**config.mk**
```make
export PLATFORM = sky130hd
export DESIGN_NAME = motion_driver
export DESIGN_NICKNAME = d
export VERILOG_FILES = /design/src/rtl/motion_driver_pkg.sv /design/src/rtl/step_axis.sv /design/src/rtl/motion_driver.sv
export SDC_FILE = /design/constraint.sdc
export NUM_CORES = 1
export LEC_CHECK = 0
export ABC_AREA = 1
export BUFFER_PORTS_ARGS = -buffer_cell sky130_fd_sc_hd__buf_2
export CAP_MARGIN = 20
export CORE_ASPECT_RATIO = 1.1
export CORE_MARGIN = 5
export CORE_UTILIZATION = 38
export CTS_CLUSTER_SIZE = 14
export DETAILED_ROUTE_END_ITERATION = 10
export PLACE_DENSITY = 0.6
export SYNTH_ARGS = -nofsm -noshare
export SYNTH_HDL_FRONTEND = slang
export SYNTH_SLANG_ARGS = --single-unit
```
**constraint.sdc**
```tcl
create_clock -name clock -period 4.2 [get_ports clock]
set_clock_uncertainty 0.15 [all_clocks]
set_input_delay 0.21 -clock clock [delete_from_list [all_inputs] [get_ports clock]]
set_output_delay 0.21 -clock clock [all_outputs]
set_load 0.005 [all_outputs]
```
**src/rtl/motion_driver_pkg.sv**
```systemverilog
// Shared types and default timing constants for the motion driver.
package motion_driver_pkg;

  typedef enum logic [1:0] {
    AX_IDLE,
    AX_SETUP,
    AX_HIGH,
    AX_LOW
  } axis_state_e;

  localparam int DEF_DIR_SETUP_CYCLES = 50;
  localparam int DEF_SERVO_PERIOD     = 1000000;
  localparam int DEF_MIN_HALF         = 2;

  function automatic logic [31:0] clamp_half(
    input logic [31:0] speed,
    input logic [31:0] min_half
  );
    return (speed < min_half) ? min_half : speed;
  endfunction

endpackage

```
**src/rtl/step_axis.sv**
```systemverilog
// One step/dir axis: IDLE/SETUP/HIGH/LOW pulse FSM with a signed
// position counter that moves on every rising step edge.
module step_axis
  import motion_driver_pkg::*;
#(
  parameter int DIR_SETUP_CYCLES = DEF_DIR_SETUP_CYCLES,
  parameter int MIN_HALF         = DEF_MIN_HALF
) (
  input  logic        clock,
  input  logic        ctrl_reset,
  input  logic        dir_bit,
  input  logic [31:0] speed,
  input  logic        zero_pos,
  output logic        step,
  output logic        dir,
  output logic [31:0] pos,
  output logic        busy
);

  localparam logic [31:0] SETUP_LAST =
    32'(DIR_SETUP_CYCLES) - 32'd1;
  localparam logic [31:0] MIN_HALF_W = 32'(MIN_HALF);

  axis_state_e state_q, state_d;
  logic [31:0] cnt_q, cnt_d;
  logic [31:0] half_q, half_d;
  logic        step_q, step_d;
  logic        dir_q, dir_d;
  logic [31:0] pos_q, pos_d;

  logic        start;
  logic        done;
  logic        launch;
  logic [31:0] half_new;

  assign start    = (speed != 32'd0);
  assign done     = (cnt_q == 32'd0);
  assign half_new = clamp_half(speed, MIN_HALF_W);

  // A new period may only begin from IDLE or the last LOW cycle.
  assign launch = start &&
    ((state_q == AX_IDLE) ||
     ((state_q == AX_LOW) && done));

  always_comb begin
    state_d = state_q;
    cnt_d   = cnt_q;
    half_d  = half_q;
    step_d  = step_q;
    dir_d   = dir_q;
    pos_d   = pos_q;

    unique case (state_q)
      AX_IDLE: begin
        step_d = 1'b0;
      end
      AX_SETUP: begin
        if (done) begin
          state_d = AX_HIGH;
          step_d  = 1'b1;
          cnt_d   = half_q - 32'd1;
          pos_d   = dir_q ? pos_q + 32'd1
                          : pos_q - 32'd1;
        end else begin
          cnt_d = cnt_q - 32'd1;
        end
      end
      AX_HIGH: begin
        if (done) begin
          state_d = AX_LOW;
          step_d  = 1'b0;
          cnt_d   = half_q - 32'd1;
        end else begin
          cnt_d = cnt_q - 32'd1;
        end
      end
      AX_LOW: begin
        if (done) begin
          state_d = AX_IDLE;
        end else begin
          cnt_d = cnt_q - 32'd1;
        end
      end
    endcase

    if (launch) begin
      half_d = half_new;
      if (dir_bit != dir_q) begin
        state_d = AX_SETUP;
        dir_d   = dir_bit;
        step_d  = 1'b0;
        cnt_d   = SETUP_LAST;
      end else begin
        state_d = AX_HIGH;
        step_d  = 1'b1;
        cnt_d   = half_new - 32'd1;
        pos_d   = dir_q ? pos_q + 32'd1
                        : pos_q - 32'd1;
      end
    end

    if (zero_pos) begin
      pos_d = 32'd0;
    end
  end

  always_ff @(posedge clock) begin
    if (!ctrl_reset) begin
      state_q <= AX_IDLE;
      cnt_q   <= 32'd0;
      half_q  <= 32'd0;
      step_q  <= 1'b0;
      dir_q   <= 1'b0;
      pos_q   <= 32'd0;
    end else begin
      state_q <= state_d;
      cnt_q   <= cnt_d;
      half_q  <= half_d;
      step_q  <= step_d;
      dir_q   <= dir_d;
      pos_q   <= pos_d;
    end
  end

  assign step = step_q;
  assign dir  = dir_q;
  assign pos  = pos_q;
  assign busy = (state_q != AX_IDLE);

endmodule

```
**src/rtl/motion_driver.sv**
```systemverilog
// Two independent step/dir axes plus a free-running servo PWM
// whose duty is captured once per period.
module motion_driver
  import motion_driver_pkg::*;
#(
  parameter int DIR_SETUP_CYCLES = DEF_DIR_SETUP_CYCLES,
  parameter int SERVO_PERIOD     = DEF_SERVO_PERIOD,
  parameter int MIN_HALF         = DEF_MIN_HALF
) (
  input  logic               clock,
  input  logic               ctrl_reset,
  input  logic [31:0]        step_x_dir,
  input  logic [31:0]        step_y_dir,
  input  logic [31:0]        step_x_speed,
  input  logic [31:0]        step_y_speed,
  input  logic [31:0]        servo_duty_cycle,
  input  logic               zero_pos,
  output logic               x_step,
  output logic               y_step,
  output logic               x_dir,
  output logic               y_dir,
  output logic signed [31:0] x_pos,
  output logic signed [31:0] y_pos,
  output logic               x_busy,
  output logic               y_busy,
  output logic               servo_pwm
);

  localparam logic [31:0] SERVO_LAST =
    32'(SERVO_PERIOD) - 32'd1;

  logic        unused_dir_bits;
  logic [31:0] x_pos_w, y_pos_w;

  assign unused_dir_bits =
    ^{step_x_dir[31:1], step_y_dir[31:1]};

  step_axis #(
    .DIR_SETUP_CYCLES(DIR_SETUP_CYCLES),
    .MIN_HALF        (MIN_HALF)
  ) u_x (
    .clock     (clock),
    .ctrl_reset(ctrl_reset),
    .dir_bit   (step_x_dir[0]),
    .speed     (step_x_speed),
    .zero_pos  (zero_pos),
    .step      (x_step),
    .dir       (x_dir),
    .pos       (x_pos_w),
    .busy      (x_busy)
  );

  step_axis #(
    .DIR_SETUP_CYCLES(DIR_SETUP_CYCLES),
    .MIN_HALF        (MIN_HALF)
  ) u_y (
    .clock     (clock),
    .ctrl_reset(ctrl_reset),
    .dir_bit   (step_y_dir[0]),
    .speed     (step_y_speed),
    .zero_pos  (zero_pos),
    .step      (y_step),
    .dir       (y_dir),
    .pos       (y_pos_w),
    .busy      (y_busy)
  );

  assign x_pos = x_pos_w;
  assign y_pos = y_pos_w;

  logic [31:0] servo_cnt_q, servo_cnt_d;
  logic [31:0] duty_q, duty_d;
  logic        pwm_q, pwm_d;

  // The duty sampled at count 0 already governs that same cycle.
  always_comb begin
    servo_cnt_d = (servo_cnt_q == SERVO_LAST)
                ? 32'd0 : servo_cnt_q + 32'd1;
    duty_d      = (servo_cnt_q == 32'd0)
                ? servo_duty_cycle : duty_q;
    pwm_d       = (servo_cnt_q < duty_d);
  end

  always_ff @(posedge clock) begin
    if (!ctrl_reset) begin
      servo_cnt_q <= 32'd0;
      duty_q      <= 32'd0;
      pwm_q       <= 1'b0;
    end else begin
      servo_cnt_q <= servo_cnt_d;
      duty_q      <= duty_d;
      pwm_q       <= pwm_d;
    end
  end

  assign servo_pwm = pwm_q;

endmodule

```
**After elaboration in Yosys (flattened, before gate mapping)**

Cells that the tools add are included.

- Muxes and demuxes: 45
- Reduce and logical (&&, ||, !) cells: 33
- Multipliers: 0
- Add/subtract/negate cells: 11
- Div/mod/pow operators: 0
- Bitwise gates (word level): 1
- Order comparisons: 3
- Shift-type cells: 0
- Equality and inequality tests: 17

Operator list:

| kind | number |
|---|---|
| 32-bit 2-to-1 mux | 21 |
| 32-bit by 1-bit subtractor with 32-bit output (second input constant) | 8 |
| 32-bit one-hot mux with 2 select lines | 2 |
| 32-bit by 1-bit adder with 32-bit output (second input constant) | 3 |
| 32-bit zero test | 3 |
| 32-bit by 2-bit less-than comparator with 1-bit output (second input constant) | 2 |
| 32-bit nonzero test | 2 |
| 32-bit by 20-bit == test with 1-bit output (second input constant) | 1 |
| 32-bit less-than comparator | 1 |
| 2-bit 2-to-1 mux | 10 |
| 3-bit by 1-bit != test with 1-bit output (second input constant) | 6 |
| 4-bit nonzero test | 4 |
| 2-bit one-hot mux with 3 select lines | 2 |
| 2-bit == test (second input constant) | 4 |
| 1-bit 2-to-1 mux | 8 |
| 2-bit AND reduction | 4 |
| 4-bit AND reduction | 2 |
| 2-bit OR reduction | 4 |
| 3-bit != test (second input constant) | 2 |
| 1-bit one-hot mux with 3 select lines | 2 |
| 3-bit AND reduction | 2 |
| 3-bit nonzero test | 2 |
| 2-bit by 1-bit == test with 1-bit output (second input constant) | 2 |
| 1-bit logical AND | 4 |
| 5 further kinds | 9 |

- Bits in read-only memories: 0
- Bits of input ports: 163
- Bits in registers: 265
- RAM bits: 0
- Memories kept: 0
- Bits in latches: 0
- Output and inout bits: 71

**Logic depth before layout (Yosys ltp)**

- Depth after elaboration: 6
- Mapped depth: 21

**By module**

Synthesis repeated with hierarchy kept, for this count alone.

- Cell total of the unflattened synthesis: 3345
- Area total of the unflattened synthesis: 20812.5 um^2

By module, submodules not included:

| module | area an instance (um^2) | cells an instance | times used |
|---|---|---|---|
| step_axis (u_y) | 8737.1 | 1501 | 1 |
| step_axis (u_x) | 8583.2 | 1405 | 1 |
| motion_driver | 3492.1 | 439 | 1 |

**Worst setup path before layout**

Ideal clock, no wire load.

- Kind: reg-to-reg
- Start: register servo_cnt_q[0]
- End: register pwm_q (netlist: servo_pwm)
- Setup time: 0.070 ns
- Cell stages (with the launch flop): 15
- Data required time: 3.980 ns
- Clock period less this slack: 2.897 ns
- Arrival time: 2.677 ns
- Setup slack: 1.303 ns
- Cell sequence: dfxtp_1 -> inv_1 -> ha_1 -> nand2_1 -> nor2_1 -> nand2_1 -> nor2_1 -> buf_2 -> mux2i_1 -> ha_1 -> a21oi_1 -> nor2_1 -> a2111oi_0 -> or3b_2 -> a21oi_1

- Word-level cells in the longest chain between the ends: 3

RTL lines:

| item | RTL line | text |
|---|---|---|
| start, declared | motion_driver.sv:71 | `logic [31:0] servo_cnt_q, servo_cnt_d;` |
| start signal, assigned | motion_driver.sv:90 | `servo_cnt_q <= servo_cnt_d;` |
| 32-bit zero test | motion_driver.sv:79 | `duty_d = (servo_cnt_q == 32'd0)` |
| 32-bit 2-to-1 mux | motion_driver.sv:80 | `? servo_duty_cycle : duty_q;` |
| 32-bit less-than comparator * | motion_driver.sv:81 | `pwm_d = (servo_cnt_q < duty_d);` |
| end signal, assigned | motion_driver.sv:92 | `pwm_q <= pwm_d;` |
| end, declared | motion_driver.sv:73 | `logic pwm_q, pwm_d;` |

Mark *: on every way between the ends. The rest lies on a longest branch, timed or not.
A chain may end at the register's enable or synchronous reset.

**Final worst setup path**

- Start: input port step_y_speed[15]
- End: register u_y.cnt_q[30]

- Word-level cells in the longest chain between the ends: 5
- Elaborated cells between the ends (all ways): 10
- Classes of those cells: add/sub: 1; order compare: 1; eq/ne: 1; mux: 3; reduce/logical: 4

RTL lines:

| item | RTL line | text |
|---|---|---|
| start, declared | motion_driver.sv:15 | `input logic [31:0] step_y_speed,` |
| 32-bit by 2-bit less-than comparator with 1-bit output | motion_driver_pkg.sv:19 | `return (speed < min_half) ? min_half : speed;` |
| 32-bit 2-to-1 mux | motion_driver_pkg.sv:19 |  |
| 32-bit by 1-bit subtractor with 32-bit output | step_axis.sv:96 | `cnt_d = half_new - 32'd1;` |
| 32-bit 2-to-1 mux | step_axis.sv:88 | `if (dir_bit != dir_q) begin` |
| 32-bit 2-to-1 mux | step_axis.sv:86 | `if (launch) begin` |
| end signal, assigned | step_axis.sv:117 | `cnt_q <= cnt_d;` |
| end, declared | step_axis.sv:25 | `logic [31:0] cnt_q, cnt_d;` |

Parallel ways exist; a longest one is shown, timed or not.

==> flow_summary_export.csv <==
group,metric,value,unit
setup_path,cp.arrival,3950,ps
cts,cts_root_buffer,"clkbuf_16",
cts,cts.sinks,265,
cts,post_cts_buffers,0,
cts,cts_buffer_depth,3,
grt,grt_max_degree,72,
cts,cts_buffers,36,
final_layout,final_common_cell,"nand2_1",
setup_path,critPathLaunch,"step_y_speed[15]",
drt,vias,20510,
sta,hold_viol,0,
yosys,avgSynthCellArea,6.431,um^2
setup_path,regToRegEndpoint,"servo_pwm",
hold_path,hold_path.class,"in -> reg",
power,powerDensity,742.9,mW/mm^2
yosys,synth_seq_cells,265,
final_layout,drive_gt1_share,9.769,%
die,num_rows,87,
run_status,status,"finished clean",
die,die_area,0.05618,mm^2
placed_design,hpwl,47900,um
drt,drc,0,
drt,drt-initial-drc-count,1282,
cts,ctsHoldBuffers,99,
setup_path,rrSetupSlack,810,ps
setup_path,reg2reg_from,"servo_cnt_q[24]",
sta,period_share,87.23,%
drt,wl_per_cell,15.98,um
setup_path,path_class,"in -> reg",
setup_path,r2r_cells,15,
cts,cts_resized,0,
drt,ant_nets,0,
cts,worst_skew_pair.late_latency,550,ps
sta,rsz0062_at_grt,"false",
die,boundaryPins,234,
power,ir_drop,0.3525,mV
final_layout,utilization,45.65,%
die,initial_core_util,38.28,%
setup_path,critPathRequiredTime,4490,ps
grt,grt_pass1_wl,102200,um
sta,timing.final.ws_setup,536.4,ps
placed_design,pre_cts_slack,678.0,ps
cts,cts_max_level,2,
setup_path,endpoint,"u_y.cnt_q[30]",
sta,setup_viol,0,
final_layout,layout_common_cells,"nand2_1, nor2_1, inv_1",
final_layout,syn2layout_area_growth,19.25,%
sta,maxSlewViolCount,0,
drt,dr.pass1.iters,8,
yosys,syn_area,0.01958,mm^2
final_layout,final_cells,3994,
grt,grt_usage,22.31,%
drt,wl,63840,um
sta,fmax,273.0,MHz
grt,grt_overflow_total,0,
flow_run,drv_cap,0,
yosys,syn-instance-count,3045,
grt,antenna_found_initial,0,
yosys,yosysWarnings,0,
cts,clkSlewWorstSetupHoldPaths,60,ps
die,die_x,226.5,um
die,core-area,0.05116,mm^2
sta,tightest_slew,957.8,ps
placed_design,port_buffers,171,
yosys,yosysUniqueCellTypes,56,
setup_path,critPathLaunchType,"primary input",
grt,grt_pass1_vias,19510,
drt,vias_per_cell,5.135,
final_layout,diodes,0,
yosys,ys_seq_area_share,27.09,%
sta,slew_headroom,36.00,%
die,die_h,248.1,um
final_layout,fillers,5516,
sta,fin_setup_tns,0,ps
power,p_leak,10.95,nW
setup_path,crit_path_max_fanout,5,
placed_design,gp_congestion,0.9321,
final_layout,nets,3567,
yosys,synth_fp_nets,3309,
sta,period_minus_slack,3664,ps
placed_design,dp_cells,3833,
cts,cts_tree,"yes",
setup_path,crit_path_end_kind,"flip-flop",
-- per-stage QoR --
step / hold slack, ps / area, um^2 / power [mW]
floorplan: 208.1 / 19580 / 11.47
global placement: 294.4 / 21190 / 14.12
detailed placement: 298.7 / 21190 / 14.14
CTS: 27.07 / 23350 / 17.45
global route: 80.09 / 23350 / 19.08
finish: 54.30 / 23350 / 17.35
-- Yosys cell counts, drive strengths merged --
cell type | number | share of area (%)
o21a | 1 | 0.038
dfxtp | 265 | 27
mux2i | 31 | 1.6
o311ai | 3 | 0.13
clkbuf | 49 | 0.94
o211ai | 37 | 1.4
or3b | 1 | 0.045
o2111ai | 1 | 0.045
and2 | 1 | 0.032
a41oi | 1 | 0.045
nor3b | 6 | 0.26
nor2 | 488 | 9.8
a21oi | 266 | 6.8
a221oi | 3 | 0.13
o21ai | 213 | 5.5
o221ai | 7 | 0.31
nand2 | 639 | 12
nand3 | 182 | 4.7
fa | 2 | 0.20
a21o | 14 | 0.54
a2111oi | 2 | 0.089
clkinv | 1 | 0.019
nor3 | 65 | 1.7
a311oi | 1 | 0.045
nor4 | 20 | 0.64
xor2 | 95 | 4.2
o22ai | 5 | 0.16
or2 | 20 | 0.64
a211oi | 10 | 0.38
inv | 307 | 5.9
ha | 99 | 6.3
a31o | 2 | 0.089
a31oi | 26 | 0.83
nand3b | 7 | 0.27
nand4 | 46 | 1.5
a21boi | 8 | 0.31
o21bai | 11 | 0.42
buf | 33 | 0.89
xnor2 | 77 | 3.4
-- worst max-delay path, stage by stage --
cell	delay [ps]
dlygate4sd3_1	560
buf_2	170
nor2_1	170
nand2_1	120
nor2_1	320
nand3_1	140
nor2_2	220
nor2_1	80
inv_1	60
ha_1	170
nand2_1	110
nor2_1	170
nand4_1	230
nor2_1	190
nand2_1	110
nor4_1	460
xor2_1	210
nor2_1	70
nor2_1	110
nor2_1	40
-- sequential cells by signal, indices dropped and copies added, names as in the netlist --
| name | cells |
|---|---|
| duty_q | 32 |
| u_y.step | 1 |
| u_x.state_q | 2 |
| u_x.half_q | 32 |
| servo_cnt_q | 32 |
| u_x.pos | 32 |
| u_x.cnt_q | 32 |
| u_x.step | 1 |
| u_y.cnt_q | 32 |
| u_y.dir | 1 |
| u_x.dir | 1 |
| u_y.pos | 32 |
| u_y.half_q | 32 |
| u_y.state_q | 2 |
| servo_pwm | 1 |
-- cell type report --
type | instances | area [um^2] | share of cell area [%]
sequential | 265 | 5305 | 22.72
inverter | 308 | 1157 | 4.956
tap | 667 | 834.6 | 3.574
timing repair buffer | 302 | 2100 | 8.990
clock buffer | 49 | 1021 | 4.372
clock inverter | 13 | 152.6 | 0.6536
multi-input combinational | 2390 | 12780 | 54.74
-- kinds of logic (layout without fill, tap and decap cells) --
group           Yosys count  count (layout)  synth area share, %
fa+ha+maj               101             101                6.530
xor+xnor                172             172                7.692
compound gates          611             611                17.35
flops                   265             265                27.09
buf+inv                 390             672                7.731
simple gates           1475            1475                32.02
mux                      31              31                1.584
-- power breakdown --
group,internal (mW),switching (mW)
Combinational,3.67,6.73
Clock,1.88,1.23
Sequential,3.16,0.680
Total,8.71,8.64
-- layer usage --
layer / up-vias / GRT usage [%] / wire length (um)
met5: - / 0 / 0
met4: 0 / 7.609 / 2311
met3: 120 / 4.596 / 3560
met2: 456 / 37.83 / 29780
met1: 9275 / 28.32 / 28180
li1: 10660 / - / -
-- worst min path at each step --
| stage | start | endpoint | slack (ps) | cells past startpoint |
|---|---|---|---|---|
| 6_report | ctrl_reset | u_x.pos[23] | 50 | 5 |
| 5_1_grt | ctrl_reset | u_x.pos[23] | 80 | 5 |
| 4_1_cts | ctrl_reset | u_x.pos[23] | 30 | 5 |
| 3_5_place_dp | servo_cnt_q[0] | servo_cnt_q[0] | 300 | 1 |
| 3_3_place_gp | servo_cnt_q[0] | servo_cnt_q[0] | 290 | 1 |
| 2_1_floorplan | step_y_speed[10] | u_y.half_q[10] | 210 | 2 |
Note: power is estimated with default switching activity, not from simulation.
